### src/rtl/clk_divider_multi.sv
// Multi-channel programmable clock divider: per-channel divided clock, tick strobe and pending-ratio flag.
// All outputs are registered and change one clk_in edge after their cause; there is no handshake and the block never stalls.
module clk_divider_multi #(
    parameter int NUM_CH      = 4,
    parameter int CNT_W       = 16,
    parameter int DEFAULT_DIV = 2,
    localparam int CH_W       = (NUM_CH > 1) ? $clog2(NUM_CH) : 1
) (
    input  logic              clk_in,
    input  logic              rst_n,
    input  logic              cfg_wr,
    input  logic [CH_W-1:0]   cfg_ch,
    input  logic [CNT_W-1:0]  cfg_div,
    input  logic              sync,
    output logic [NUM_CH-1:0] clk_out,
    output logic [NUM_CH-1:0] tick,
    output logic [NUM_CH-1:0] cfg_pending
);

    localparam logic [CNT_W-1:0] DEF_D = CNT_W'(DEFAULT_DIV);
    localparam logic [CNT_W-1:0] ONE   = CNT_W'(1);
    localparam logic [CNT_W-1:0] TWO   = CNT_W'(2);

    logic [CNT_W-1:0]  r_div   [NUM_CH];
    logic [CNT_W-1:0]  r_cnt   [NUM_CH];
    logic [CNT_W-1:0]  r_pdiv  [NUM_CH];
    logic [NUM_CH-1:0] r_pvld;
    logic [NUM_CH-1:0] r_clk;
    logic [NUM_CH-1:0] r_tick;

    logic [CNT_W-1:0]  w_div_n  [NUM_CH];
    logic [CNT_W-1:0]  w_cnt_n  [NUM_CH];
    logic [CNT_W-1:0]  w_pdiv_n [NUM_CH];
    logic [CNT_W:0]    w_half   [NUM_CH];
    logic [NUM_CH-1:0] w_pvld_n;
    logic [NUM_CH-1:0] w_hit;
    logic [NUM_CH-1:0] w_restart;
    logic [NUM_CH-1:0] w_clk_n;
    logic [NUM_CH-1:0] w_tick_n;

    always_comb begin
        w_pvld_n  = r_pvld;
        w_hit     = '0;
        w_restart = '0;
        w_clk_n   = '0;
        w_tick_n  = '0;
        for (int i = 0; i < NUM_CH; i++) begin
            w_div_n[i]  = r_div[i];
            w_cnt_n[i]  = r_cnt[i];
            w_pdiv_n[i] = r_pdiv[i];
            w_hit[i]    = cfg_wr && (cfg_ch == CH_W'(i));

            if (sync) begin
                // A write in the sync cycle overrides any older pending ratio.
                if (w_hit[i]) begin
                    w_div_n[i] = cfg_div;
                end else if (r_pvld[i]) begin
                    w_div_n[i] = r_pdiv[i];
                end
                w_pvld_n[i]  = 1'b0;
                w_restart[i] = 1'b1;
            end else if (r_div[i] == '0) begin
                if (w_hit[i]) begin
                    w_div_n[i]   = cfg_div;
                    w_pvld_n[i]  = 1'b0;
                    w_restart[i] = 1'b1;
                end else if (r_pvld[i]) begin
                    w_div_n[i]   = r_pdiv[i];
                    w_pvld_n[i]  = 1'b0;
                    w_restart[i] = 1'b1;
                end
            end else if ((r_cnt[i] == '0) || (r_cnt[i] >= r_div[i])) begin
                // Period boundary: older pending ratio takes effect, a write landing now waits one period.
                if (r_pvld[i]) begin
                    w_div_n[i]  = r_pdiv[i];
                    w_pvld_n[i] = 1'b0;
                end
                if (w_hit[i]) begin
                    w_pdiv_n[i] = cfg_div;
                    w_pvld_n[i] = 1'b1;
                end
                w_restart[i] = 1'b1;
            end else begin
                w_cnt_n[i] = r_cnt[i] + ONE;
                if (w_hit[i]) begin
                    w_pdiv_n[i] = cfg_div;
                    w_pvld_n[i] = 1'b1;
                end
            end

            if (w_restart[i]) begin
                w_cnt_n[i] = (w_div_n[i] != '0) ? ONE : '0;
            end

            // One extra bit so D = 2^CNT_W-1 does not wrap when rounding up.
            w_half[i]   = ({1'b0, w_div_n[i]} + {{CNT_W{1'b0}}, 1'b1}) >> 1;
            w_clk_n[i]  = (w_div_n[i] >= TWO) && (w_cnt_n[i] != '0)
                          && ({1'b0, w_cnt_n[i]} <= w_half[i]);
            w_tick_n[i] = (w_div_n[i] != '0) && (w_cnt_n[i] == w_div_n[i]);
        end
    end

    always_ff @(posedge clk_in or negedge rst_n) begin
        if (!rst_n) begin
            for (int i = 0; i < NUM_CH; i++) begin
                r_div[i]  <= DEF_D;
                r_cnt[i]  <= '0;
                r_pdiv[i] <= '0;
            end
            r_pvld <= '0;
            r_clk  <= '0;
            r_tick <= '0;
        end else begin
            for (int i = 0; i < NUM_CH; i++) begin
                r_div[i]  <= w_div_n[i];
                r_cnt[i]  <= w_cnt_n[i];
                r_pdiv[i] <= w_pdiv_n[i];
            end
            r_pvld <= w_pvld_n;
            r_clk  <= w_clk_n;
            r_tick <= w_tick_n;
        end
    end

    assign clk_out     = r_clk;
    assign tick        = r_tick;
    assign cfg_pending = r_pvld;

endmodule

### config.mk
export PLATFORM = sky130hd
export DESIGN_NAME = clk_divider_multi
export DESIGN_NICKNAME = d
export VERILOG_FILES = /design/src/rtl/clk_divider_multi.sv
export SDC_FILE = /design/constraint.sdc
export NUM_CORES = 1
export LEC_CHECK = 0
export ABC_AREA = 1
export BUFFER_PORTS_ARGS = -buffer_cell sky130_fd_sc_hd__buf_2
export CORE_ASPECT_RATIO = 1.2
export CORE_MARGIN = 5
export CORE_UTILIZATION = 65
export CTS_CLUSTER_SIZE = 14
export DETAILED_ROUTE_END_ITERATION = 12
export GPL_TIMING_DRIVEN = 0
export PLACE_DENSITY = 0.82
export SETUP_SLACK_MARGIN = 0.02
export SKIP_LAST_GASP = 1
export SYNTH_ARGS = -nofsm -noshare
export SYNTH_HDL_FRONTEND = slang
export SYNTH_SLANG_ARGS = --single-unit
### constraint.sdc
create_clock -name clk_in -period 4.5 [get_ports clk_in]
set_clock_uncertainty 0.05 [all_clocks]
set_input_delay 0.45 -clock clk_in [delete_from_list [all_inputs] [get_ports clk_in]]
set_output_delay 0.45 -clock clk_in [all_outputs]
set_load 0.01 [all_outputs]
-- Word level (Yosys, flattened, before mapping)
Cells that the tools add are included.
- register bits after elaboration: 204
- input bits: 22
- output and inout bits: 12
- mux-type cells: 80
- $add $sub $neg: 8
- bitwise gates (word level): 5
- order comparisons: 12
- eq/ne operators: 7
- reductions and logical operators: 45
- operator list (operator ; number):
    $mux W16 ; 36
    $logic_not A16 Y1 ; 8
    $reduce_bool A16 Y1 ; 8
    $add A16 B1 Y17 const B ; 4
    $add A16 B1 Y16 const B ; 4
    $eq A16 B16 Y1 ; 4
    $ge A16 B16 Y1 ; 4
    $ge A16 B2 Y1 const B ; 4
    $le A16 B16 Y1 ; 4
    $mux W1 ; 44
    $logic_and A1 B1 Y1 ; 16
    $reduce_bool A4 Y1 ; 4
    $reduce_and A3 Y1 ; 4
    $not A1 Y1 ; 5
    $eq A2 B2 Y1 const B ; 2
    $logic_or A1 B1 Y1 ; 4
    $eq A2 B1 Y1 const B ; 1
    $logic_not A2 Y1 ; 1

-- Logic depth before layout (Yosys ltp)
Gate-level depths: netlist of the first run.
- word-level depth: 11
- mapped depth: 33

-- Worst setup path after synthesis of the first run
OpenSTA, ideal clock, no wires.
- kind: reg-to-reg
- from: register r_div[33] (netlist name)
- to: register r_clk[1], in the netlist clk_out[1]
- required time: 4.373 ns
- arrival time: 3.803 ns
- stages on the path, launching flop included: 31
- path buffers: 1
- library setup time: 0.077 ns
- slack: 0.569 ns
- cell sequence: dfstp_2 -> inv_2 -> ha_1 -> a21oi_1 -> o21ai_0 -> nand2_1 -> nand3_1 -> nand2_2 -> nand3_4 -> buf_4 -> nand3b_1 -> nand3_2 -> inv_1 -> ha_1 -> nand2_1 -> nor2_2 -> nand3_2 -> nor2_1 -> nand4_1 -> nor2_1 -> nand3_1 -> ha_1 -> nand2_1 -> inv_1 -> nand3_1 -> inv_1 -> nand4_1 -> a21oi_1 -> o32ai_1 -> nand2_1 -> a21oi_1
- RTL lines (element ; line ; RTL):
    start: declaration ; 24 ; logic [CNT_W-1:0] r_div [NUM_CH];
    start signal: indexed assignment ; 115 ; r_div[i] <= w_div_n[i];
    end signal: assignment ; 120 ; r_clk <= w_clk_n;
    end: declaration ; 28 ; logic [NUM_CH-1:0] r_clk;

==> results of run 1 <==
registers in the layout (all words and copies together) (netlist names):
| name | flops |
|---|---|
| cfg_pending | 4 |
| clk_out | 4 |
| r_cnt | 64 |
| r_div | 64 |
| r_pdiv | 64 |
| tick | 4 |
cells by family (layout without fill, tap and decap cells):
group | after synthesis | in the layout
xor+xnor | 64 | 64
flops | 204 | 204
fa+ha+maj | 148 | 148
mux | 2 | 2
simple gates | 1493 | 1493
buf+inv | 439 | 539
compound gates | 332 | 332
tightest hold or removal path, cell delays in order:
cell	delay, ns
sky130_fd_sc_hd__buf_2	0.17
sky130_fd_sc_hd__inv_1	0.18
sky130_fd_sc_hd__o21ai_0	0.11
per-stage QoR:
stage               hold slack [ns]  setup TNS (ns)  util, %
global route                  0.375          -0.104     73.1
floorplan                     0.104               0        -
finish                        0.392               0     73.1
global placement              0.413         -104.25     68.3
detailed placement            0.420          -0.533     68.4
CTS                           0.379        -0.00248     71.9
power by group:
part           internal (W)  switching (W)  total (W)  leakage (nW)
combinational       0.00196        0.00387    0.00583          7.67
clock               0.00126       0.000845    0.00211         0.390
sequential          0.00225       0.000237    0.00248          2.60
total               0.00547        0.00495     0.0104          10.7
per-layer routing:
layer	wire [um]	up-vias	share of wire (%)	track usage, %
met5	0	-	0	0
met4	3400	0	6.4	18.2
met3	2980	199	5.6	3.50
met2	25700	649	49	59.8
met1	20800	8297	39	39.8
li1	-	8855	-	-
cell usage after synthesis (32+ instances only):
cell type                  instances  area [sq um]
sky130_fd_sc_hd__clkbuf_1         32           120
sky130_fd_sc_hd__nor2_1          244           916
sky130_fd_sc_hd__xor2_1           54           473
sky130_fd_sc_hd__dfrtp_1         200          5000
sky130_fd_sc_hd__ha_1            148          1850
sky130_fd_sc_hd__a21oi_1          64           320
sky130_fd_sc_hd__nor3_1           40           200
sky130_fd_sc_hd__nand4_1          64           400
sky130_fd_sc_hd__inv_2            32           120
sky130_fd_sc_hd__nand3_1         228          1140
sky130_fd_sc_hd__nand2_1         797          2990
sky130_fd_sc_hd__o21ai_0         182           911
sky130_fd_sc_hd__inv_1           337          1260
sky130_fd_sc_hd__nand2_2          33           206
path summary, 6_finish.rpt:
kind / start / end / slack (ns)
worst max-delay path: r_cnt[39] / clk_out[1] / 0.16
worst min-delay path: cfg_div[11] / r_pdiv[43] / 0.39
worst max register to register: r_cnt[39] / clk_out[1] / 0.16
worst min register to register: r_pdiv[11] / r_pdiv[11] / 0.44
max in group asynchronous: rst_n / r_cnt[54] / 2.84
min in group asynchronous: rst_n / r_cnt[1] / 0.52
final cells by class:
class / instances / area, sq um / area share (%)
buffer: 69 / 408 / 2.05
clock buffer: 25 / 603 / 3.04
clock inverter: 16 / 228 / 1.15
inverter: 370 / 1400 / 7.05
multi-input combinational: 2039 / 11300 / 56.8
sequential: 204 / 5110 / 25.8
tap: 340 / 425 / 2.14
timing repair buffer: 59 / 405 / 2.04
what timing repair did:
action,4_1_cts,5_1_grt
setup endpoints to repair,3,3
pin swaps,3,13
hold endpoints to repair,98,0
setup buffers,3,21
gates resized for setup,14,37
hold buffers,1,0
==> impl_metrics.tcl, run 1 <==
set metrics [dict create \
    slew_limit_fails 0 \
    finalWeightedCongestion 0.948 \
    rsz_0062_raised_after_global_routing "true" \
    first_pass_iters 5 \
    synth_fp_nets 2852 \
    grt_pass1_vias 17400 \
    final_layout_size_suffix_gt1_share_pct 12.0 \
    total_number_of_clock_tree_sinks 204 \
    numPortBuffers 33 \
    timing.critical_path.slowest_stage_cell "sky130_fd_sc_hd__dfrtp_2" \
    synth-simple-area-share_pct 37.1 \
    critical_path_peak_fanout 6 \
    final_cell_mix "793 x sky130_fd_sc_hd__nand2_1, 334 x sky130_fd_sc_hd__inv_1, 240 x sky130_fd_sc_hd__nor2_1" \
    syn_area_per_cell_sq_um 6.70 \
    grt_pass1_wl_um 85000 \
    antenna_found_initial 0 \
    route.detailed.wl_per_inst_um 16.9 \
    drt.antenna.violating_nets 0 \
    vias 18000 \
    min-delay-path-class "in -> reg" \
    final_common_cell "sky130_fd_sc_hd__nand2_1" \
    synth_top_family_by_area "simple AND/OR/NAND/NOR gates" \
    crit_path_frequent_cell "sky130_fd_sc_hd__nand2_1" \
    post_dp_cell_area_sq_um 18600 \
    post_synth_fa_ha_maj_area_fraction_pct 10.3 \
    timing.critical_path.buf_inv 5 \
    tightestPinTransition_ns 0.853 \
    clk-insertion-delay-late_ns 0.53 \
    setup_ws_ns 0.160 \
    placed_cells 3056 \
    overflow_after_grt 0 \
    clk_pin_slew_ns 0.07 \
    outcome "finished clean" \
    critical_path_required_ns 4.91 \
    number_of_enable_type_register_cells_in_the_synthesized_netlist 0 \
    vias_per_cell 5.77 \
    cp-start-kind "flip-flop" \
    slew-limit-headroom_pct 42.9 \
    cp-end-kind "flip-flop" \
    leakagePower_nw 10.7 \
    ff2ff_path_depth 30 \
    antennaDiodeCount 0 \
    cp.depth 30 \
    grt_max_degree 104 \
    core_region_area_sq_um 27200 \
    clock_tree.buffer_depth 3 \
    die_w_um 162 \
    grt_util_overall_pct 33.6 \
    timing.hold.worst_path_depth 3 \
    finish.cell_count_without_fillers 3122 \
    synth_flop_cell "sky130_fd_sc_hd__dfrtp_1" \
    dp_hpwl_um 41100 \
    report.final.hold_viol_count 0 \
    preCtsSetupSlack_ns -0.297 \
    worstPathArrival_ns 4.75 \
    yosys.cell_types.count 59 \
    design.portCount 34 \
    cap_viol_max_count 0 \
    finalSetupViolCount 0 \
    peak_clock_frequency_supported_by_timing_mhz 230 \
    floorplan.die_area_sq_um 31100 \
    worst-setup-path-type "reg -> reg" \
    tritoncts_clock_tree "built" \
    synth.area.mux_share_pct 0.111 \
    synth_xor_xnor_area_share_pct 3.12 \
    nets 2936 \
    nFillCells 2233 \
    drt_total_wl_um 52900 \
    largest_delay_share_family_worst_path "simple AND/OR/NAND/NOR gates" \
    crit_path_max_incr_delay_ns 0.45 \
    period_share_pct 96.5 \
    htree_num_levels 1 \
    root_buffer "sky130_fd_sc_hd__clkbuf_16" \
    post_synth_instance_area_sq_um 18000 \
    ir_drop_mv 0.473 \
    power-per-cell-area_nw_per_um2 525 \
    totalPowerFinal_w 0.0104 \
    area_delta_synth_final_pct 10.5 \
    synth-async-reset-ratio_pct 100 \
    cts-buffers-inserted 23 \
    post-route-min-period_ns 4.34 \
    detailedRoute.firstIterationViolations 1442 \
    seq_area_frac_synth_pct 28.4 \
    initial_utilization_pct 66.1 \
    finalInstanceArea_sq_um 19900 \
    synth_cells 2682 \
    synth_compound_gate_area_share_pct 10.9 \
    drt_drc_violations_left 0 \
    synth-seq-cells 204 \
    synth.yosys.warnings 0 \
    die_y_extent_um 192 \
    std_cell_rows 66 \
]
(Power assumes the default switching activity.)
==> inputs of run 2 (changes only) <==
--- a/config.mk
+++ b/config.mk
@@ -12,8 +12,8 @@
 export CORE_UTILIZATION = 65
 export CTS_CLUSTER_SIZE = 14
 export DETAILED_ROUTE_END_ITERATION = 12
-export GPL_TIMING_DRIVEN = 0
 export PLACE_DENSITY = 0.82
+export REMOVE_ABC_BUFFERS = 1
 export SETUP_SLACK_MARGIN = 0.02
 export SKIP_LAST_GASP = 1
 export SYNTH_ARGS = -nofsm -noshare
==> run 2 against run 1 <==
Cell count fell by 1.2%. Non-clock buffer count decreased by 41. Worst setup slack better by 0.16 ns. Critical endpoint is now clk_out[3]. Highest routed layer unchanged.
==> impl_metrics.tcl, run 2 (synthesis gave the netlist of run 1 again) <==
set metrics [dict create \
    detailedRoute.firstIterationViolations 1429 \
    grt_pass1_wl_um 84100 \
    finalInstanceArea_sq_um 19700 \
    std_cell_rows 66 \
    finalSetupViolCount 0 \
    clock_tree.buffer_depth 3 \
    setup_ws_ns 0.324 \
    htree_num_levels 1 \
    die_y_extent_um 192 \
    cap_viol_max_count 0 \
    worstPathArrival_ns 4.57 \
    first_pass_iters 8 \
    final_common_cell "sky130_fd_sc_hd__nand2_1" \
    dp_hpwl_um 39600 \
    route.detailed.wl_per_inst_um 16.9 \
    finalWeightedCongestion 0.956 \
    grt_util_overall_pct 32.9 \
    grt_max_degree 91 \
    critical_path_required_ns 4.89 \
    total_number_of_clock_tree_sinks 204 \
    critical_path_peak_fanout 5 \
    rsz_0062_raised_after_global_routing "true" \
    worstSetupStartpoint "r_div[15]" \
    worst_hold_startpoint "cfg_div[5]" \
    cp-end-kind "flip-flop" \
    cts-buffers-inserted 24 \
    antennaDiodeCount 0 \
    slew_limit_fails 0 \
    final_layout_size_suffix_gt1_share_pct 11.7 \
    design.portCount 34 \
    crit_path_max_incr_delay_ns 0.37 \
    drt_total_wl_um 52100 \
    core_region_area_sq_um 27200 \
    final_cell_mix "794 x sky130_fd_sc_hd__nand2_1, 336 x sky130_fd_sc_hd__inv_1, 240 x sky130_fd_sc_hd__nor2_1" \
    post-route-min-period_ns 4.18 \
    post_dp_cell_area_sq_um 18500 \
    floorplan.die_area_sq_um 31100 \
    timing.hold.worst_path_depth 3 \
    slew-limit-headroom_pct 41.1 \
    vias_per_cell 5.82 \
    area_delta_synth_final_pct 9.49 \
    timing.critical_path.slowest_stage_cell "sky130_fd_sc_hd__ha_1" \
    placed_cells 3030 \
    leakagePower_nw 10.6 \
    min-delay-path-class "in -> reg" \
    r2r_start "r_div[15]" \
    period_share_pct 92.8 \
    tightestPinTransition_ns 0.882 \
    grt_pass1_vias 17200 \
    top_regs "r_cnt (64), r_div (64), r_pdiv (64)" \
    clk_pin_slew_ns 0.06 \
    vias 18000 \
    clk-insertion-delay-late_ns 0.53 \
    preCtsSetupSlack_ns 0.214 \
    fin_util_pct 72.4 \
    report.final.hold_viol_count 0 \
    ff2ff_setup_slack_ns 0.32 \
    antenna_found_initial 0 \
    ff2ff_path_depth 25 \
    outcome "finished clean" \
    numPortBuffers 33 \
    root_buffer "sky130_fd_sc_hd__clkbuf_16" \
    overflow_after_grt 0 \
    cp-start-kind "flip-flop" \
    die_w_um 162 \
    initial_utilization_pct 66.1 \
    regToRegEndpoint "clk_out[3]" \
    drt_drc_violations_left 0 \
    power-per-cell-area_nw_per_um2 531 \
    peak_clock_frequency_supported_by_timing_mhz 239 \
    largest_delay_share_family_worst_path "simple AND/OR/NAND/NOR gates" \
    timing.critical_path.buf_inv 4 \
    hold_path_end "r_pdiv[5]" \
    drt.antenna.violating_nets 0 \
    ir_drop_mv 0.411 \
    tritoncts_clock_tree "built" \
    worst-setup-path-type "reg -> reg" \
    nets 2898 \
    finish.cell_count_without_fillers 3085 \
]
==> run 2: final cells by class <==
class                   count  area [sq um]
repair buffers             87           602
well taps                 340           425
fillers                  2248          7490
flip-flops and latches    204          5110
inverters                 370          1390
multi-input cells        2041         11200
clock inverters            15           263
clock buffers              28           657
==> run 2: what timing repair did <==
action,in CTS,in global routing
gates resized for setup,0,34
setup buffers,0,9
hold endpoints to repair,35,0
setup endpoints to repair,0,4
hold buffers,1,0
==> run 2: metrics by stage <==
step / hold slack, ns / power (W) / setup TNS, ns
global route: 0.389 / 0.0112 / -0.0360
floorplan: 0.104 / 0.00637 / 0
detailed placement: 0.419 / 0.00791 / 0
CTS: 0.370 / 0.0102 / 0
global placement: 0.414 / 0.00774 / 0
finish: 0.391 / 0.0104 / 0
==> run 2: worst max path at each step <==
stage,endpoint,cells past startpoint
after floorplan,clk_out[0],28
after global placement,clk_out[0],29
after detailed placement,clk_out[3],29
after CTS,clk_out[0],29
after global routing,clk_out[0],29
final,clk_out[3],25
==> run 2: tightest hold or removal path, delay by kind of cell <==
kind | cells | cell delay [ns]
compound gates | 1 | 0.11
buf+inv | 2 | 0.35
==> run 2: power breakdown <==
group / total, W / switching (W) / internal, W / leakage (nW)
clock network: 0.00227 / 0.000824 / 0.00145 / 0.447
registers: 0.00249 / 0.000239 / 0.00225 / 2.60
logic: 0.00568 / 0.00382 / 0.00187 / 7.59
total: 0.0104 / 0.00488 / 0.00556 / 10.6
==> run 2: metal layers <==
layer  vias to the layer above  share of wire (%)  track usage (%)
met5                         -                  0                0
met4                         0                6.1             17.6
met3                       177                6.3             3.35
met2                       714                 48             57.1
met1                      8285                 40             40.6
li1                       8777                  -                -
==> inputs of run 3 (changes only) <==
==> constraint.sdc (replaced) <==
create_clock -name clk_in -period 4.5 [get_ports clk_in]
set_clock_uncertainty 0.05 [all_clocks]
set_input_delay 0.9 -clock clk_in [delete_from_list [all_inputs] [get_ports clk_in]]
set_output_delay 0.9 -clock clk_in [all_outputs]
set_load 0.01 [all_outputs]
==> run 3 against run 2 <==
Cell area rose by 1.3%. Die area did not move. Routed wire length rose by 2.2%. Clock-buffer cell count rose by 1. Register-to-register slack got worse by 0.07 ns. Worst setup slack got worse by 0.074 ns. Clock power barely moved. Non-clock buffer count rose by 31. First-iteration DRC count rose by 1.5%. Hold slack got worse by 0.028 ns. Highest routed layer unchanged. Flip-flop and latch count did not move. Maximum frequency fell by 1.7%.
==> impl_metrics.tcl, run 3 (synthesis gave the netlist of run 1 again) <==
set metrics [dict create \
    total_number_of_clock_tree_sinks 204 \
    crit_path_max_incr_delay_ns 0.52 \
    route.detailed.wl_per_inst_um 17.1 \
    root_buffer "sky130_fd_sc_hd__clkbuf_16" \
    die_w_um 162 \
    drt_total_wl_um 53300 \
    post-route-min-period_ns 4.25 \
    grt_max_degree 88 \
    grt_pass1_wl_um 84900 \
    drt_drc_violations_left 0 \
    grt_util_met3_pct 3.56 \
    cap_viol_max_count 0 \
    numPortBuffers 33 \
    timing.critical_path.slowest_stage_cell "sky130_fd_sc_hd__dfstp_2" \
    htree_num_levels 1 \
    critical_path_peak_fanout 5 \
    clock_tree.buffer_depth 3 \
    hold_ws_ns 0.363 \
    worstPathArrival_ns 4.65 \
    cts-buffers-inserted 24 \
    crit_path_frequent_cell "sky130_fd_sc_hd__nand2_1" \
    grt_util_overall_pct 33.4 \
    period_share_pct 94.5 \
    area_delta_synth_final_pct 10.9 \
    drt.antenna.violating_nets 0 \
    die_y_extent_um 192 \
    peak_clock_frequency_supported_by_timing_mhz 235 \
    overflow_after_grt 0 \
    outcome "finished clean" \
    leakagePower_nw 10.8 \
    preCtsSetupSlack_ns 0.0807 \
    antenna_found_initial 0 \
    min-delay-path-class "in -> async" \
    rsz_0062_raised_after_global_routing "true" \
    grt_max_usage_layer "met2" \
    std_cell_rows 66 \
    vias_per_cell 5.83 \
    first_pass_iters 6 \
    clk_pin_slew_ns 0.06 \
    final_cell_mix "793 x sky130_fd_sc_hd__nand2_1, 337 x sky130_fd_sc_hd__inv_1, 241 x sky130_fd_sc_hd__nor2_1" \
    cts_hold_buffers 0 \
    floorplan.die_area_sq_um 31100 \
    report.final.hold_viol_count 0 \
    cp-start-kind "flip-flop" \
    power-per-cell-area_nw_per_um2 527 \
    slew_limit_fails 0 \
    core_region_area_sq_um 27200 \
    tightestPinTransition_ns 0.910 \
    vias 18200 \
    top_regs "r_cnt (64), r_div (64), r_pdiv (64)" \
    design.portCount 34 \
    initial_utilization_pct 66.1 \
    antennaDiodeCount 0 \
    nets 2930 \
    finalWeightedCongestion 0.983 \
    finalSetupViolCount 0 \
    tns_ns 0 \
    slew-limit-headroom_pct 39.2 \
    final_layout_size_suffix_gt1_share_pct 12.7 \
    dp_hpwl_um 40200 \
    groute.layer.met1.usage_pct 42.3 \
    clk-insertion-delay-late_ns 0.54 \
    groute.layer.met2.usage_pct 57.4 \
    worst-setup-path-type "reg -> reg" \
    critical_path_required_ns 4.90 \
    detailedRoute.firstIterationViolations 1451 \
    final_common_cell "sky130_fd_sc_hd__nand2_1" \
    grt_pass1_vias 17000 \
    cp-end-kind "flip-flop" \
    totalPowerFinal_w 0.0105 \
    worstSetupStartpoint "r_div[1]" \
    tritoncts_clock_tree "built" \
    setup_ws_ns 0.249 \
    r2r_start "r_div[1]" \
    ir_drop_mv 0.494 \
]
==> run 3: metal layers <==
layer,vias up,part of all wire (%)
met4,0,5.0
met5,-,0
met2,754,49
met3,169,6.5
li1,8843,-
met1,8422,40
==> run 3: final timing paths <==
check | slack (ns) | cells past startpoint | endpoint
max in group asynchronous | 3.08 | 2 | r_div[17]
min | 0.36 | 1 | r_cnt[34]
min reg2reg | 0.44 | 2 | r_pdiv[30]
min in group clk_in | 0.44 | 2 | r_pdiv[30]
max reg2reg | 0.25 | 29 | clk_out[3]
max | 0.25 | 29 | clk_out[3]
==> run 3: timing repair <==
action / in CTS / in global routing
buffers inserted: 0 / 15
gates resized for setup: 0 / 33
setup endpoints to repair: 0 / 4
==> run 3: worst max-delay path, delay by kind of cell (launching register included) <==
kind	cells	cell delay [ns]
compound gates	6	1.05
buf+inv	3	0.24
xor+xnor	1	0.16
fa+ha+maj	3	0.73
flops	1	0.52
simple gates	16	1.43
==> run 3: area by class of cell <==
class / count / area [sq um]
well taps: 340 / 425
clock inverters: 15 / 251
fillers: 2211 / 7240
repair buffers: 118 / 841
flip-flops and latches: 204 / 5110
multi-input cells: 2042 / 11300
clock buffers: 29 / 651
inverters: 370 / 1390
==> run 3: power by group <==
part           switching [W]  internal (W)  total [W]  leakage [nW]
sequential          0.000244       0.00225    0.00249          2.60
clock               0.000864       0.00139    0.00225         0.423
combinational        0.00385       0.00192    0.00577          7.78
==> run 3: per-stage QoR <==
stage                     util (%)  cells  area (sq um)
after detailed placement      68.9   3056         18700
final                         73.4   3118         19900
after global routing          73.4   3118         19900
after global placement        68.9   3056         18700
after CTS                     72.2   3100         19600
after floorplan                  -   2613         17600
